**src/rtl/fifo_wr_arbiter_if.sv**
```systemverilog
// Requester-side valid/ready bundle plus the fifo write port shared by fifo_wr_arbiter.
// The slave modport is the arbiter's view; master is the view of whatever drives requests and the fifo.
interface fifo_wr_arbiter_if #(
  parameter int NUM_REQ    = 4,
  parameter int DATA_WIDTH = 8
);
  logic [NUM_REQ-1:0]            req_valid;
  logic [NUM_REQ*DATA_WIDTH-1:0] req_data;
  logic [NUM_REQ-1:0]            req_ready;
  logic                          fifo_wr_en;
  logic [DATA_WIDTH-1:0]         fifo_wr_data;
  logic                          fifo_wr_ready;

  modport slave (
    input  req_valid, req_data, fifo_wr_ready,
    output req_ready, fifo_wr_en, fifo_wr_data
  );

  modport master (
    output req_valid, req_data, fifo_wr_ready,
    input  req_ready, fifo_wr_en, fifo_wr_data
  );
endinterface

```
**src/rtl/fifo_wr_arbiter.sv**
```systemverilog
// Round-robin arbiter sharing one fifo write port among NUM_REQ requesters, with optional burst lock.
// Define FIFO_ARB_STATS_EN to add per-requester saturating transfer counters (stat_clr / stat_cnt).
module fifo_wr_arbiter #(
  parameter int  NUM_REQ    = 4,
  parameter int  DATA_WIDTH = 8,
  parameter int  BURST_LEN  = 4,
  parameter int  CNT_WIDTH  = 16,
  localparam int IDX_W      = $clog2(NUM_REQ),
  localparam int BEAT_W     = $clog2(BURST_LEN + 1)
) (
  input  logic              clk,
  input  logic              reset,
  fifo_wr_arbiter_if.slave  bus,
  output logic [IDX_W-1:0]  owner,
  output logic              busy
`ifdef FIFO_ARB_STATS_EN
  ,
  input  logic                          stat_clr,
  output logic [NUM_REQ*CNT_WIDTH-1:0]  stat_cnt
`endif
);

  typedef enum logic [0:0] {IDLE, BURST} state_t;

  state_t                state, state_nxt;
  logic [IDX_W-1:0]      rr_ptr, rr_ptr_nxt, owner_nxt;
  logic [BEAT_W-1:0]     beat_cnt, beat_cnt_nxt;
  logic [IDX_W-1:0]      cand;
  logic                  cand_vld;
  logic [NUM_REQ-1:0]    gnt;
  logic [DATA_WIDTH-1:0] wr_data;

  if (NUM_REQ < 2 || BURST_LEN < 1) begin : g_bad_cfg
    $error("fifo_wr_arbiter: NUM_REQ must be >= 2 and BURST_LEN >= 1");
  end

  function automatic logic [IDX_W-1:0] wrap_inc(input logic [IDX_W-1:0] i);
    if (int'(i) == NUM_REQ - 1) return '0;
    return i + 1'b1;
  endfunction

  // Index arithmetic is done in int so non-power-of-2 NUM_REQ wraps correctly.
  always_comb begin : p_cand
    int idx;
    cand     = '0;
    cand_vld = 1'b0;
    for (int k = 0; k < NUM_REQ; k++) begin
      idx = int'(rr_ptr) + k;
      if (idx >= NUM_REQ) idx = idx - NUM_REQ;
      if (!cand_vld && bus.req_valid[IDX_W'(idx)]) begin
        cand_vld = 1'b1;
        cand     = IDX_W'(idx);
      end
    end
  end

  // Grants are forced off while reset is held so no word slips through during an async reset.
  always_comb begin
    state_nxt    = state;
    rr_ptr_nxt   = rr_ptr;
    owner_nxt    = owner;
    beat_cnt_nxt = beat_cnt;
    gnt          = '0;
    if (!reset) begin
      case (state)
        IDLE: begin
          if (cand_vld && bus.fifo_wr_ready) begin
            gnt[cand] = 1'b1;
            owner_nxt = cand;
            if (BURST_LEN == 1) begin
              rr_ptr_nxt = wrap_inc(cand);
            end else begin
              state_nxt    = BURST;
              beat_cnt_nxt = BEAT_W'(1);
            end
          end
        end
        BURST: begin
          if (!bus.req_valid[owner]) begin
            state_nxt  = IDLE;
            rr_ptr_nxt = wrap_inc(owner);
          end else if (bus.fifo_wr_ready) begin
            gnt[owner]   = 1'b1;
            beat_cnt_nxt = beat_cnt + 1'b1;
            if (int'(beat_cnt) + 1 == BURST_LEN) begin
              state_nxt  = IDLE;
              rr_ptr_nxt = wrap_inc(owner);
            end
          end
        end
        default: state_nxt = IDLE;
      endcase
    end
  end

  always_ff @(posedge clk or posedge reset) begin
    if (reset) begin
      state    <= IDLE;
      rr_ptr   <= '0;
      owner    <= '0;
      beat_cnt <= '0;
    end else begin
      state    <= state_nxt;
      rr_ptr   <= rr_ptr_nxt;
      owner    <= owner_nxt;
      beat_cnt <= beat_cnt_nxt;
    end
  end

  always_comb begin
    wr_data = '0;
    for (int i = 0; i < NUM_REQ; i++) begin
      if (gnt[i]) wr_data = wr_data | bus.req_data[i*DATA_WIDTH +: DATA_WIDTH];
    end
  end

  assign bus.req_ready    = gnt;
  assign bus.fifo_wr_en   = |gnt;
  assign bus.fifo_wr_data = wr_data;
  assign busy             = (state == BURST);

`ifdef FIFO_ARB_STATS_EN
  for (genvar i = 0; i < NUM_REQ; i++) begin : g_stat
    logic [CNT_WIDTH-1:0] cnt;
    // Clear has priority over a same-cycle transfer; counts stick at all-ones.
    always_ff @(posedge clk or posedge reset) begin
      if (reset) begin
        cnt <= '0;
      end else if (stat_clr) begin
        cnt <= '0;
      end else if (gnt[i] && (cnt != {CNT_WIDTH{1'b1}})) begin
        cnt <= cnt + 1'b1;
      end
    end
    assign stat_cnt[i*CNT_WIDTH +: CNT_WIDTH] = cnt;
  end
`else
  if (CNT_WIDTH < 1) begin : g_bad_cnt
    $error("fifo_wr_arbiter: CNT_WIDTH must be >= 1");
  end
`endif

endmodule

```
**src/flat_wrapper.sv**
```systemverilog
// flat-port wrapper written by rule: the top's interface ports become plain ports
module fifo_wr_arbiter_flat 
#(
  parameter int  NUM_REQ    = 4,
  parameter int  DATA_WIDTH = 8,
  parameter int  BURST_LEN  = 4,
  parameter int  CNT_WIDTH  = 16,
  localparam int IDX_W      = $clog2(NUM_REQ),
  localparam int BEAT_W     = $clog2(BURST_LEN + 1)
)
  (clk, reset, owner, busy, bus_req_valid, bus_req_data, bus_fifo_wr_ready, bus_req_ready, bus_fifo_wr_en, bus_fifo_wr_data);
  fifo_wr_arbiter_if #(.NUM_REQ(NUM_REQ), .DATA_WIDTH(DATA_WIDTH)) bus_i ();
  input  logic clk;
  input  logic reset;
  output logic [IDX_W-1:0] owner;
  output logic busy;
  input wire logic [$bits(bus_i.req_valid)-1:0] bus_req_valid;
  input wire logic [$bits(bus_i.req_data)-1:0] bus_req_data;
  input wire logic [$bits(bus_i.fifo_wr_ready)-1:0] bus_fifo_wr_ready;
  output wire logic [$bits(bus_i.req_ready)-1:0] bus_req_ready;
  output wire logic [$bits(bus_i.fifo_wr_en)-1:0] bus_fifo_wr_en;
  output wire logic [$bits(bus_i.fifo_wr_data)-1:0] bus_fifo_wr_data;
  assign bus_i.req_valid = bus_req_valid;
  assign bus_i.req_data = bus_req_data;
  assign bus_i.fifo_wr_ready = bus_fifo_wr_ready;
  assign bus_req_ready = bus_i.req_ready;
  assign bus_fifo_wr_en = bus_i.fifo_wr_en;
  assign bus_fifo_wr_data = bus_i.fifo_wr_data;
  fifo_wr_arbiter #(.NUM_REQ(NUM_REQ), .DATA_WIDTH(DATA_WIDTH), .BURST_LEN(BURST_LEN), .CNT_WIDTH(CNT_WIDTH)) u_core (.clk(clk), .reset(reset), .bus(bus_i), .owner(owner), .busy(busy));
endmodule
```
**config.mk**
```make
export PLATFORM = sky130hd
export DESIGN_NAME = fifo_wr_arbiter_flat
export DESIGN_NICKNAME = d
export VERILOG_FILES = /design/src/rtl/fifo_wr_arbiter_if.sv /design/src/rtl/fifo_wr_arbiter.sv /design/src/flat_wrapper.sv
export SDC_FILE = /design/constraint.sdc
export NUM_CORES = 1
export LEC_CHECK = 0
export BUFFER_PORTS_ARGS = -buffer_cell sky130_fd_sc_hd__buf_2
export CAP_MARGIN = 0
export CORE_ASPECT_RATIO = 1.75
export CORE_UTILIZATION = 45
export CTS_BUF_LIST = sky130_fd_sc_hd__clkbuf_4 sky130_fd_sc_hd__clkbuf_8
export DETAILED_ROUTE_END_ITERATION = 10
export PLACE_DENSITY = 0.76
export SKIP_CTS_REPAIR_TIMING = 1
export SYNTH_ARGS = -nofsm -noshare
export SYNTH_HDL_FRONTEND = slang
export SYNTH_SLANG_ARGS = --single-unit
```
**constraint.sdc**
```tcl
create_clock -name clk -period 2.27 [get_ports clk]
set_input_delay 0.1135 -clock clk [delete_from_list [all_inputs] [get_ports clk]]
set_output_delay 0.1135 -clock clk [all_outputs]
set_load 0.01 [all_outputs]
```
==> metrics.cfg <==
[global_route]
grt_pass1_vias = 1198
grt_use_total_pct = 25.6
grt_overflow = 0
grt_max_degree = 18
antenna_found_initial = 0
grt_first_pass_wirelength_microns = 4880

[pwr]
ir_worst_vdd_v = 0.000613
total_leakage_power_nw = 0.683
powerDensity_nw_per_um2 = 959

[floorplan]
start_util_pct = 47.3
pin_count = 55
core_sq_um = 2270
rows = 23
die_w_microns = 38.9
dieArea_sq_um = 2600
chipHeight_microns = 66.7

[detailed_routing]
route.vias.total = 1313
wl_per_cell_microns = 15.6
vias_per_cell = 6.22
ant_nets = 0
finalWirelength_microns = 3300
route.detailed.drc = 0
drtIter0Drc = 68
drt-pass1-iter-count = 5

[clock_network]
cts.path.max_buffers = 2
worstSkewPairLatency_ps = 230
cts_tree = yes
cts_root_buffer = clkbuf_8
clk_pin_slew_worst_paths_ps = 40
cts_buffers = 3
cts_sinks = 8
cts_max_level = 1

[worst_setup_path]
slowest_stage = mux4_2
cp_max_fo = 17
critPathCaptureType = primary output
path_buf_inv = 1
path_cells = mux4_2 -> and4_4 -> a22oi_1 -> o221ai_1 -> buf_2
critical_path_arrival_ps = 2040
critical_path.top_delay_family = multiplexers
start_kind = register
criticalPathCategory = register to primary output
crit_required_ps = 2160
crit_path_max_incr_delay_ps = 570

[sta]
maxSlewViolCount = 0
max_freq_ghz = 0.464
finalSetupViolations = 0
holdWs_ps = 254
fin_setup_tns_ps = 0
min_period_ps = 2150
slew_headroom_pct = 50.4
period_share_pct = 94.9
fin_worst_skew_ps = 2.91
hold_violations = 0
tightest_slew_ps = 741
rsz0062_at_grt = false

[layout]
fin_nets = 232
ff_latch_area_sq_um = 200
layout_commonest_cell = buf_2
n_antenna_cell = 0
fillers = 208
drive_gt1_share_pct = 38.2
syn_to_final_growth_pct = 29.3
multiInputGateArea_sq_um = 800
layout_common_cells = 54 x buf_2, 24 x nand2_1, 22 x a22oi_1

[status]
status = completed

[synth]
synth_cell_types = 38
syn_area_per_cell_sq_um = 7.96
yosysSeqAreaShare_pct = 18.6
yosysWarningCount = 0
ys_ff_latch = 8
synth_area_leader_cell = dfrtp_1
yosysTopAreaCellShare_pct = 18.6
synth_top_flop_cell = dfrtp_1
async_reset_ff_share_pct = 100
synth_nets = 179
synthCells = 135
synth_area_leaders = dfrtp_1 19%, a22oi_1 15%, mux2i_1 8.4%
synth_area_sq_um = 1070
synth_edf_count = 0

[placed_design]
gp_congestion = 0.742
port-buffer-count = 54
dp_hpwl_microns = 2560

[run]
cap_violations = 0

[worst_hold_path]
min_path_type = input port to register

[cells in the mapped netlist, drive strengths merged, types with 2 or more instances]
cell    number
o21ai        8
dfrtp        8
mux2i        9
a22oi       24
or4          2
a21oi        5
nor3         3
clkbuf       4
nor2b        5
inv          6
ha           5
o221ai       8
nor2         2
buf          5
nand2       25
or2          2
[worst paths after layout]
check | endpoint | cells after the start | startpoint | slack (ps)
max | bus_fifo_wr_data[3] | 5 | u_core.owner[0] | 120
min | u_core.busy | 3 | bus_fifo_wr_ready | 250
max reg2reg | u_core.rr_ptr[0] | 4 | u_core.owner[0] | 420
min reg2reg | u_core.beat_cnt[0] | 1 | u_core.beat_cnt[0] | 500
max in group asynchronous | u_core.busy | 3 | reset | 1580
min in group asynchronous | u_core.owner[0] | 3 | reset | 440
[cell families (layout without fill, tap and decap cells)]
kind of cell | after synthesis | in the layout | synth area share, %
and+or+nand+nor | 45 | 45 | 20.5
AOI/OAI and AO/OA | 51 | 51 | 36.3
adders and majority gates | 5 | 5 | 5.82
DFF | 8 | 8 | 18.6
buffers and inverters | 15 | 66 | 7.22
muxes | 11 | 11 | 11.5
[power breakdown]
part	leakage (nW)	internal, mW	total [mW]	switching [mW]
registers	0.0972	0.208	0.275	0.0669
logic	0.564	0.375	0.887	0.513
clock network	0.0216	0.115	0.172	0.0568
total	0.683	0.697	1.33	0.636
[state kept, by name, indices dropped and copies added, names as in the netlist]
register	flops
u_core.rr_ptr	2
u_core.busy	1
u_core.owner	2
u_core.beat_cnt	3
[tightest hold or removal path, cell delays in order]
cell	delay [ps]
buf_2	130
nand3_1	110
a21oi_1	80
[metal layers]
layer  vias up  routed length (microns)  GRT usage (%)  part of all wire (%)
li1        621                        -              -                     -
met1       610                     1170           25.1                    36
met2        73                     1880           47.9                    57
met3         9                      189           4.67                   5.7
met4         0                       57           11.6                   1.7
met5         -                        0              0                     0
[stage by stage]
stage	util [%]	std cells	instance area [sq um]	total power, mW	setup WS (ps)
detailed placement	58.8	207	1340	1.14	372
finish	61.1	211	1390	1.33	115
floorplan	-	135	1070	0.895	430
global route	61.1	211	1390	1.44	27.3
global placement	58.8	207	1340	1.12	426
CTS	60.6	210	1380	1.33	116
[area by class of cell]
class	count	share of cell area, %
Clock buffer	3	2.97
Timing Repair Buffer	57	21.2
Tap cell	25	2.25
Multi-Input combinational cell	112	57.5
Sequential cell	8	14.4
Inverter	6	1.62
No activity file was read; power rests on OpenSTA's default activity.
